File: config.mk
export PLATFORM = sky130hd
export DESIGN_NAME = starfield_parallax_flat
export DESIGN_NICKNAME = d
export VERILOG_FILES = /design/src/rtl/starfield_parallax_if.sv /design/src/rtl/starfield_parallax.sv /design/src/flat_wrapper.sv
export SDC_FILE = /design/constraint.sdc
export NUM_CORES = 1
export LEC_CHECK = 0
export CAP_MARGIN = 25
export CORE_MARGIN = 3
export CORE_UTILIZATION = 40
export DETAILED_ROUTE_END_ITERATION = 12
export DONT_BUFFER_PORTS = 1
export PLACE_DENSITY = 0.59
export SLEW_MARGIN = 5
export SYNTH_ARGS = -nofsm -noshare
export SYNTH_HDL_FRONTEND = slang
export SYNTH_SLANG_ARGS = --single-unit
File: constraint.sdc
create_clock -name clk -period 14 [get_ports clk]
set_input_delay 2.8 -clock clk [delete_from_list [all_inputs] [get_ports clk]]
set_output_delay 2.8 -clock clk [all_outputs]
set_load 0.005 [all_outputs]
File: src/rtl/starfield_parallax_if.sv
// CPU register bus and per-pixel video-mixer outputs of the starfield block.
interface starfield_parallax_if;
  logic [4:0] addr;
  logic [7:0] data_in;
  logic       write;
  logic       sf_on;
  logic [7:0] sf_star;
  logic [1:0] sf_layer;

  modport master (output addr, output data_in, output write,
                  input sf_on, input sf_star, input sf_layer);
  modport slave  (input addr, input data_in, input write,
                  output sf_on, output sf_star, output sf_layer);
endinterface

File: src/rtl/starfield_parallax.sv
// Multi-layer scrolling LFSR starfield. Each layer restarts its LFSR from its
// seed at the start of every frame; the frame length (period) is stretched or
// shrunk by whole pixels/lines at each frame step, which makes the pattern
// appear to scroll. Layer 0 is nearest: brightest and highest priority.
module starfield_parallax #(
  parameter int H = 800,
  parameter int V = 525,
  parameter int LEN = 25,
  parameter logic [LEN-1:0] TAPS = 25'b1010000000000000000000000,
  parameter int LAYERS = 3,
  parameter logic [LAYERS*LEN-1:0] SEEDS =
    (LAYERS*LEN)'({4{25'h1FFFC00}} ^ {25'h0, 25'h0A5A5, 25'h15A5A, 25'h1F0F0}),
  parameter logic [LEN-1:0] MASK = 25'h1FFFF00
) (
  input  logic clk,
  input  logic rst,
  input  logic en,
  input  logic pause,
  starfield_parallax_if.slave bus
);

  localparam logic [LEN-1:0] FRAME_LAST = LEN'(H*V-1);

  logic [LAYERS-1:0] en_mask, p_mask, hdir, vdir;
  logic [14:0]       hspeed   [LAYERS];
  logic [14:0]       vspeed   [LAYERS];
  logic [15:0]       htimer   [LAYERS];
  logic [15:0]       vtimer   [LAYERS];
  logic [LEN-1:0]    cnt      [LAYERS];
  logic [LEN-1:0]    period_r [LAYERS];
  logic [LEN-1:0]    sreg     [LAYERS];

  logic [LAYERS-1:0] paused, hit;
  logic [23:0]       hres     [LAYERS];
  logic [23:0]       vres     [LAYERS];
  logic [LEN-1:0]    per_next [LAYERS];
  logic [7:0]        bright   [LAYERS];

  logic [2:0] wr_layer;
  logic       wr_layer_ok;
  logic       on_d, on_p1;
  logic [7:0] star_d, star_p1;
  logic [1:0] layer_d, layer_p1;

  // Fibonacci LFSR: shift left, feedback is the parity of the tapped bits.
  function automatic logic [LEN-1:0] lfsr_next(input logic [LEN-1:0] s);
    return {s[LEN-2:0], ^(s & TAPS)};
  endfunction

  // Sub-pixel accumulator: returns {new_timer, whole-pixel increment}.
  // Any accumulated value of 0xFF or more yields at least one whole step.
  function automatic logic [23:0] axis_step(input logic [15:0] timer,
                                            input logic [14:0] speed);
    logic [15:0] t;
    logic [7:0]  inc;
    t   = timer + {1'b0, speed};
    inc = 8'h00;
    if (t >= 16'h00FF) begin
      inc = (t[15:8] != 8'h00) ? t[15:8] : 8'h01;
      t   = t - {inc, 8'h00};
    end
    return {t, inc};
  endfunction

  // Next frame length minus one, wrapping modulo 2^LEN.
  function automatic logic [LEN-1:0] frame_period(input logic [7:0] hinc, input logic hd,
                                                  input logic [7:0] vinc, input logic vd);
    logic [LEN-1:0] lines, p;
    lines = vd ? LEN'(V) + LEN'(vinc) : LEN'(V) - LEN'(vinc);
    p     = LEN'(H) * lines;
    p     = hd ? p + LEN'(hinc) : p - LEN'(hinc);
    return p - LEN'(1);
  endfunction

  // Decode which layer block (0x08 + 4n) a CPU write targets.
  always_comb begin
    wr_layer    = bus.addr[4:2] - 3'd2;
    wr_layer_ok = bus.write & (bus.addr[4] | bus.addr[3]) & (int'(wr_layer) < LAYERS);
  end

  // CPU-visible control registers; new values are used from the next clk.
  always_ff @(posedge clk) begin
    if (rst) begin
      en_mask <= '0;
      p_mask  <= '0;
      hdir    <= '0;
      vdir    <= '0;
      for (int n = 0; n < LAYERS; n++) begin
        hspeed[n] <= '0;
        vspeed[n] <= '0;
      end
    end else begin
      if (bus.write && bus.addr == 5'h00) en_mask <= bus.data_in[LAYERS-1:0];
      if (bus.write && bus.addr == 5'h01) p_mask  <= bus.data_in[LAYERS-1:0];
      for (int n = 0; n < LAYERS; n++) begin
        if (wr_layer_ok && wr_layer == 3'(n)) begin
          case (bus.addr[1:0])
            2'd0: begin
              hdir[n]         <= bus.data_in[7];
              hspeed[n][14:8] <= bus.data_in[6:0];
            end
            2'd1: hspeed[n][7:0] <= bus.data_in;
            2'd2: begin
              vdir[n]         <= bus.data_in[7];
              vspeed[n][14:8] <= bus.data_in[6:0];
            end
            default: vspeed[n][7:0] <= bus.data_in;
          endcase
        end
      end
    end
  end

  // Per-layer frame-step arithmetic and star detection from current LFSR state.
  always_comb begin
    for (int n = 0; n < LAYERS; n++) begin
      paused[n]   = pause & p_mask[n];
      hres[n]     = axis_step(htimer[n], paused[n] ? 15'd0 : hspeed[n]);
      vres[n]     = axis_step(vtimer[n], paused[n] ? 15'd0 : vspeed[n]);
      per_next[n] = paused[n] ? FRAME_LAST
                              : frame_period(hres[n][7:0], hdir[n], vres[n][7:0], vdir[n]);
      hit[n]      = en_mask[n] & (&(sreg[n] | ~MASK));
      bright[n]   = sreg[n][7:0] >> n;
    end
  end

  // Nearest (lowest-index) hitting layer wins; scan from far to near.
  always_comb begin
    on_d    = 1'b0;
    star_d  = 8'h00;
    layer_d = 2'd0;
    for (int n = LAYERS-1; n >= 0; n--) begin
      if (hit[n]) begin
        on_d    = 1'b1;
        star_d  = bright[n];
        layer_d = 2'(n);
      end
    end
  end

  // Pixel counters, LFSRs and scroll timers; advance only on pixel enables.
  always_ff @(posedge clk) begin
    if (rst) begin
      for (int n = 0; n < LAYERS; n++) begin
        cnt[n]      <= '0;
        sreg[n]     <= SEEDS[n*LEN +: LEN];
        period_r[n] <= FRAME_LAST;
        htimer[n]   <= '0;
        vtimer[n]   <= '0;
      end
    end else if (en) begin
      for (int n = 0; n < LAYERS; n++) begin
        if (cnt[n] == period_r[n]) begin
          cnt[n]      <= '0;
          sreg[n]     <= SEEDS[n*LEN +: LEN];
          htimer[n]   <= hres[n][23:8];
          vtimer[n]   <= vres[n][23:8];
          period_r[n] <= per_next[n];
        end else begin
          cnt[n]  <= cnt[n] + LEN'(1);
          sreg[n] <= lfsr_next(sreg[n]);
        end
      end
    end
  end

  // Stage p1: registered mixer outputs, held while en is low.
  always_ff @(posedge clk) begin
    if (rst) begin
      on_p1    <= 1'b0;
      star_p1  <= 8'h00;
      layer_p1 <= 2'd0;
    end else if (en) begin
      on_p1    <= on_d;
      star_p1  <= star_d;
      layer_p1 <= layer_d;
    end
  end

  assign bus.sf_on    = on_p1;
  assign bus.sf_star  = star_p1;
  assign bus.sf_layer = layer_p1;

endmodule

File: src/flat_wrapper.sv
// flat-port wrapper written by rule: the top's interface ports become plain ports
module starfield_parallax_flat 
#(
  parameter int H = 800,
  parameter int V = 525,
  parameter int LEN = 25,
  parameter logic [LEN-1:0] TAPS = 25'b1010000000000000000000000,
  parameter int LAYERS = 3,
  parameter logic [LAYERS*LEN-1:0] SEEDS =
    (LAYERS*LEN)'({4{25'h1FFFC00}} ^ {25'h0, 25'h0A5A5, 25'h15A5A, 25'h1F0F0}),
  parameter logic [LEN-1:0] MASK = 25'h1FFFF00
)
  (clk, rst, en, pause, bus_addr, bus_data_in, bus_write, bus_sf_on, bus_sf_star, bus_sf_layer);
  starfield_parallax_if bus_i ();
  input  logic clk;
  input  logic rst;
  input  logic en;
  input  logic pause;
  input wire logic [$bits(bus_i.addr)-1:0] bus_addr;
  input wire logic [$bits(bus_i.data_in)-1:0] bus_data_in;
  input wire logic [$bits(bus_i.write)-1:0] bus_write;
  output wire logic [$bits(bus_i.sf_on)-1:0] bus_sf_on;
  output wire logic [$bits(bus_i.sf_star)-1:0] bus_sf_star;
  output wire logic [$bits(bus_i.sf_layer)-1:0] bus_sf_layer;
  assign bus_i.addr = bus_addr;
  assign bus_i.data_in = bus_data_in;
  assign bus_i.write = bus_write;
  assign bus_sf_on = bus_i.sf_on;
  assign bus_sf_star = bus_i.sf_star;
  assign bus_sf_layer = bus_i.sf_layer;
  starfield_parallax #(.H(H), .V(V), .LEN(LEN), .TAPS(TAPS), .LAYERS(LAYERS), .SEEDS(SEEDS), .MASK(MASK)) u_core (.clk(clk), .rst(rst), .en(en), .pause(pause), .bus(bus_i));
endmodule
==> metrics.yaml <==
run_status:
  status: "completed"
floorplan:
  core.rowCount: 101
  core-area_mm2: 0.07671
  design.die.area_mm2: 0.08172
  fp.dieH_um: 285.9
  die_x_um: 285.9
  io_pins: 29
  start_util_pct: 40.85
synth:
  synth_cell_types: 109
  synth_commonest_cells: "edfxtp_1 (411), nor2_1 (271), ha_1 (236)"
  ys_ff_latch: 434
  netlist.area_leader.share_pct: 39.39
  synth.avg_cell_area_um2: 9.872
  synth_xor_area_share_pct: 9.412
  synthCells: 3174
  syn-cell-area_mm2: 0.03133
  synthFlopType: "edfxtp_1"
  synth.area.top_cells: "edfxtp_1 (39%), ha_1 (9.4%), xnor2_1 (4.7%)"
  synth_warnings: 0
  yosys.area_share.simple_pct: 22.38
  synth_top_family_by_area: "simple AND/OR/NAND/NOR gates"
  async_flop_share_pct: 0
  synth_area_leader_cell: "edfxtp_1"
  yosysMostFrequentCell: "edfxtp_1"
  ys_seq_area_share_pct: 40.86
  synthAdderAreaFrac_pct: 10.96
  synth-compound-area-share_pct: 12.99
  muxShareOfSynthArea_pct: 0.7747
  synth_edf_count: 411
routing:
  ant_nets: 0
  num_vias: 23137
  finalWirelength_um: 71300
  drcViolationCount: 0
  drtIter0Drc: 1744
  first_pass_iters: 6
  wl_per_cell_um: 16.86
  viasPerCell: 5.470
clocking:
  cts_sinks: 434
  cts_buffers: 50
  clk-insertion-delay-late_ns: 0.61
  max-clock-path-buffers: 3
  htreeDepth: 2
  ctsHoldBuffers: 0
  cts_root_buf: "clkbuf_16"
  cts-resized-gates: 0
  cts_setup_buffers: 0
  cts_tree: "yes"
  clkSlewWorstSetupHoldPaths_ns: 0.07
sta:
  relSlewSlack_pct: 32.18
  finalCritPeriodShare_pct: 84.13
  tightest_slew_ns: 1.002
  hold_violations: 0
  period_minus_slack_ns: 11.78
  fmax_mhz: 84.91
  rsz0062_at_grt: "false"
  setup_viol: 0
  slew_viol_final: 0
  setup_tns_ns: 0
  fin_skew_ns: 0.05290
pwr:
  clockPowerShare_pct: 19.4
  worst_ir_drop_vdd_mv: 0.2135
  comb_power_share_pct: 58.6
  p_int_uw: 3820
  p_sw_share_pct: 44.41
  p_leak_uw: 0.01259
  power_density_mw_per_mm2: 201.0
  p_sw_uw: 3053
  power_frac_seq_pct: 22.0
worst_hold_path:
  min_to: "u_core.en_mask[1]"
  worstHoldPathCells: 2
  worstHoldStart: "u_core.en_mask[1]"
  min_path_type: "register to register"
worst_setup_path:
  r2r-end: "u_core.period_r[0][19]"
  end_kind: "register"
  rr_worst_depth: 38
  max_stage_delay_ns: 0.62
  r2r_slack_ns: 4.08
  required_ns: 14.33
  slowest_stage: "or4b_1"
  cp_common_cell: "ha_1"
  r2r_start: "u_core.p_mask[0]"
  cp.arrival_ns: 12.11
  start_kind: "input pin"
  path_max_fanout: 31
  setup.worst_path.class: "input pin to register"
global_route:
  grt_max_degree: 78
  grt_pass1_vias: 22232
  grt_usage_pct: 17.33
  grt_pass1_wl_um: 117500
  overflow: 0
  antenna_found_initial: 2
place:
  placed_cells_incl_taps: 4134
  dpl.hpwl_um: 52610
  portBuffers: 0
  gp_congestion: 0.8347
  placed_area_mm2: 0.03247
layout:
  fin_nets: 3436
  final_util_pct: 44.58
  n_antenna_cell: 0
  drive_above_1_share_pct: 6.188
  postLayoutCellArea_mm2: 0.03420
  fillers: 7351
  final_cells: 4230
  syn_to_final_growth_pct: 9.140
run:
  cap_violations: 0
## registers in the layout (all words and copies together) (netlist names)
| name | flops |
|---|---|
| u_core.cnt | 75 |
| u_core.hdir | 3 |
| u_core.sreg | 75 |
| u_core.bus.sf_layer | 2 |
| u_core.period_r | 75 |
| u_core.hspeed | 45 |
| u_core.vspeed | 45 |
| u_core.bus.sf_star | 8 |
| u_core.bus.sf_on | 1 |
| u_core.p_mask | 3 |
| u_core.vdir | 3 |
| u_core.htimer | 48 |
| u_core.en_mask | 3 |
| u_core.vtimer | 48 |
## per-stage QoR
step / setup slack [ns] / power [uW] / hold slack [ns]
2_1_floorplan: 2.598 / 4773 / 0.4323
3_3_place_gp: 1.891 / 5500 / 0.4383
3_5_place_dp: 1.711 / 5515 / 0.4416
4_1_cts: 2.268 / 6883 / 0.4499
5_1_grt: 1.158 / 7481 / 0.4676
6_report: 2.222 / 6873 / 0.4462
## critical path, delay by kind of cell
family                   cells  cell delay [ns]
buffers and inverters        2             0.34
AO/OA/AOI/OAI               14             3.07
AND/OR/NAND/NOR             11             2.61
multiplexers                 1             0.27
adder cells (fa/ha/maj)      7             2.27
XOR/XNOR                     3             0.70
## worst max path at each step
| stage | startpoint | end | slack (ns) | depth (start not counted) |
|---|---|---|---|---|
| 6_report | pause | u_core.period_r[0][19] | 2.22 | 38 |
| 5_1_grt | pause | u_core.period_r[0][21] | 1.16 | 36 |
| 4_1_cts | pause | u_core.period_r[0][72] | 2.27 | 37 |
| 3_5_place_dp | pause | u_core.period_r[0][72] | 1.71 | 40 |
| 3_3_place_gp | pause | u_core.period_r[0][72] | 1.89 | 40 |
| 2_1_floorplan | pause | u_core.period_r[0][72] | 2.60 | 39 |
## layout make-up
class	count	area [um^2]	area share [%]
clock buffer	75	1449	4.237
clock inverter	19	232.7	0.6805
inverter	116	440.4	1.288
multi-input combinational	2531	17760	51.95
sequential	434	12800	37.44
tap	1030	1289	3.769
timing repair buffer	25	219.0	0.6403
## layout by cell type, fill, tap and decap left out, types with 34 or more instances in the layout
cell | Yosys | layout
edfxtp_1 | 411 | 411
nor2_1 | 271 | 271
ha_1 | 236 | 236
nand2_1 | 204 | 204
and2_1 | 187 | 187
xnor2_1 | 168 | 168
xor2_1 | 165 | 165
a21oi_1 | 141 | 141
nor3_1 | 121 | 121
nand3_1 | 120 | 120
o21ai_0 | 119 | 119
inv_1 | 113 | 112
or3_1 | 89 | 89
nand4_1 | 54 | 54
and3_1 | 54 | 54
clkbuf_16 | 0 | 53
a21o_1 | 48 | 45
o21a_1 | 34 | 34
## cell families after synthesis
logic type,Yosys count
AND/OR/NAND/NOR,1310
other,1
flip-flops,434
adder cells (fa/ha/maj),260
AO/OA/AOI/OAI,598
multiplexers,22
XOR/XNOR,335
buffers and inverters,214
## power by group through the flow
| stage | clock (uW) | combinational [uW] | sequential [uW] |
|---|---|---|---|
| detailed placement | 0 | 3980 | 1540 |
| global placement | 0 | 3960 | 1540 |
| floorplan | 0 | 3250 | 1530 |
| CTS | 1370 | 4000 | 1510 |
| global route | 1420 | 4540 | 1520 |
| finish | 1330 | 4030 | 1510 |
## metal layers
| layer | global-route usage (%) | vias up | share of wire, % |
|---|---|---|---|
| met5 | 0 | - | 0.018 |
| met4 | 4.401 | 2 | 2.1 |
| met3 | 3.394 | 99 | 5.1 |
| met2 | 27.44 | 427 | 44 |
| met1 | 24.32 | 10899 | 49 |
| li1 | - | 11710 | - |
Note: power is estimated with default switching activity, not from simulation.
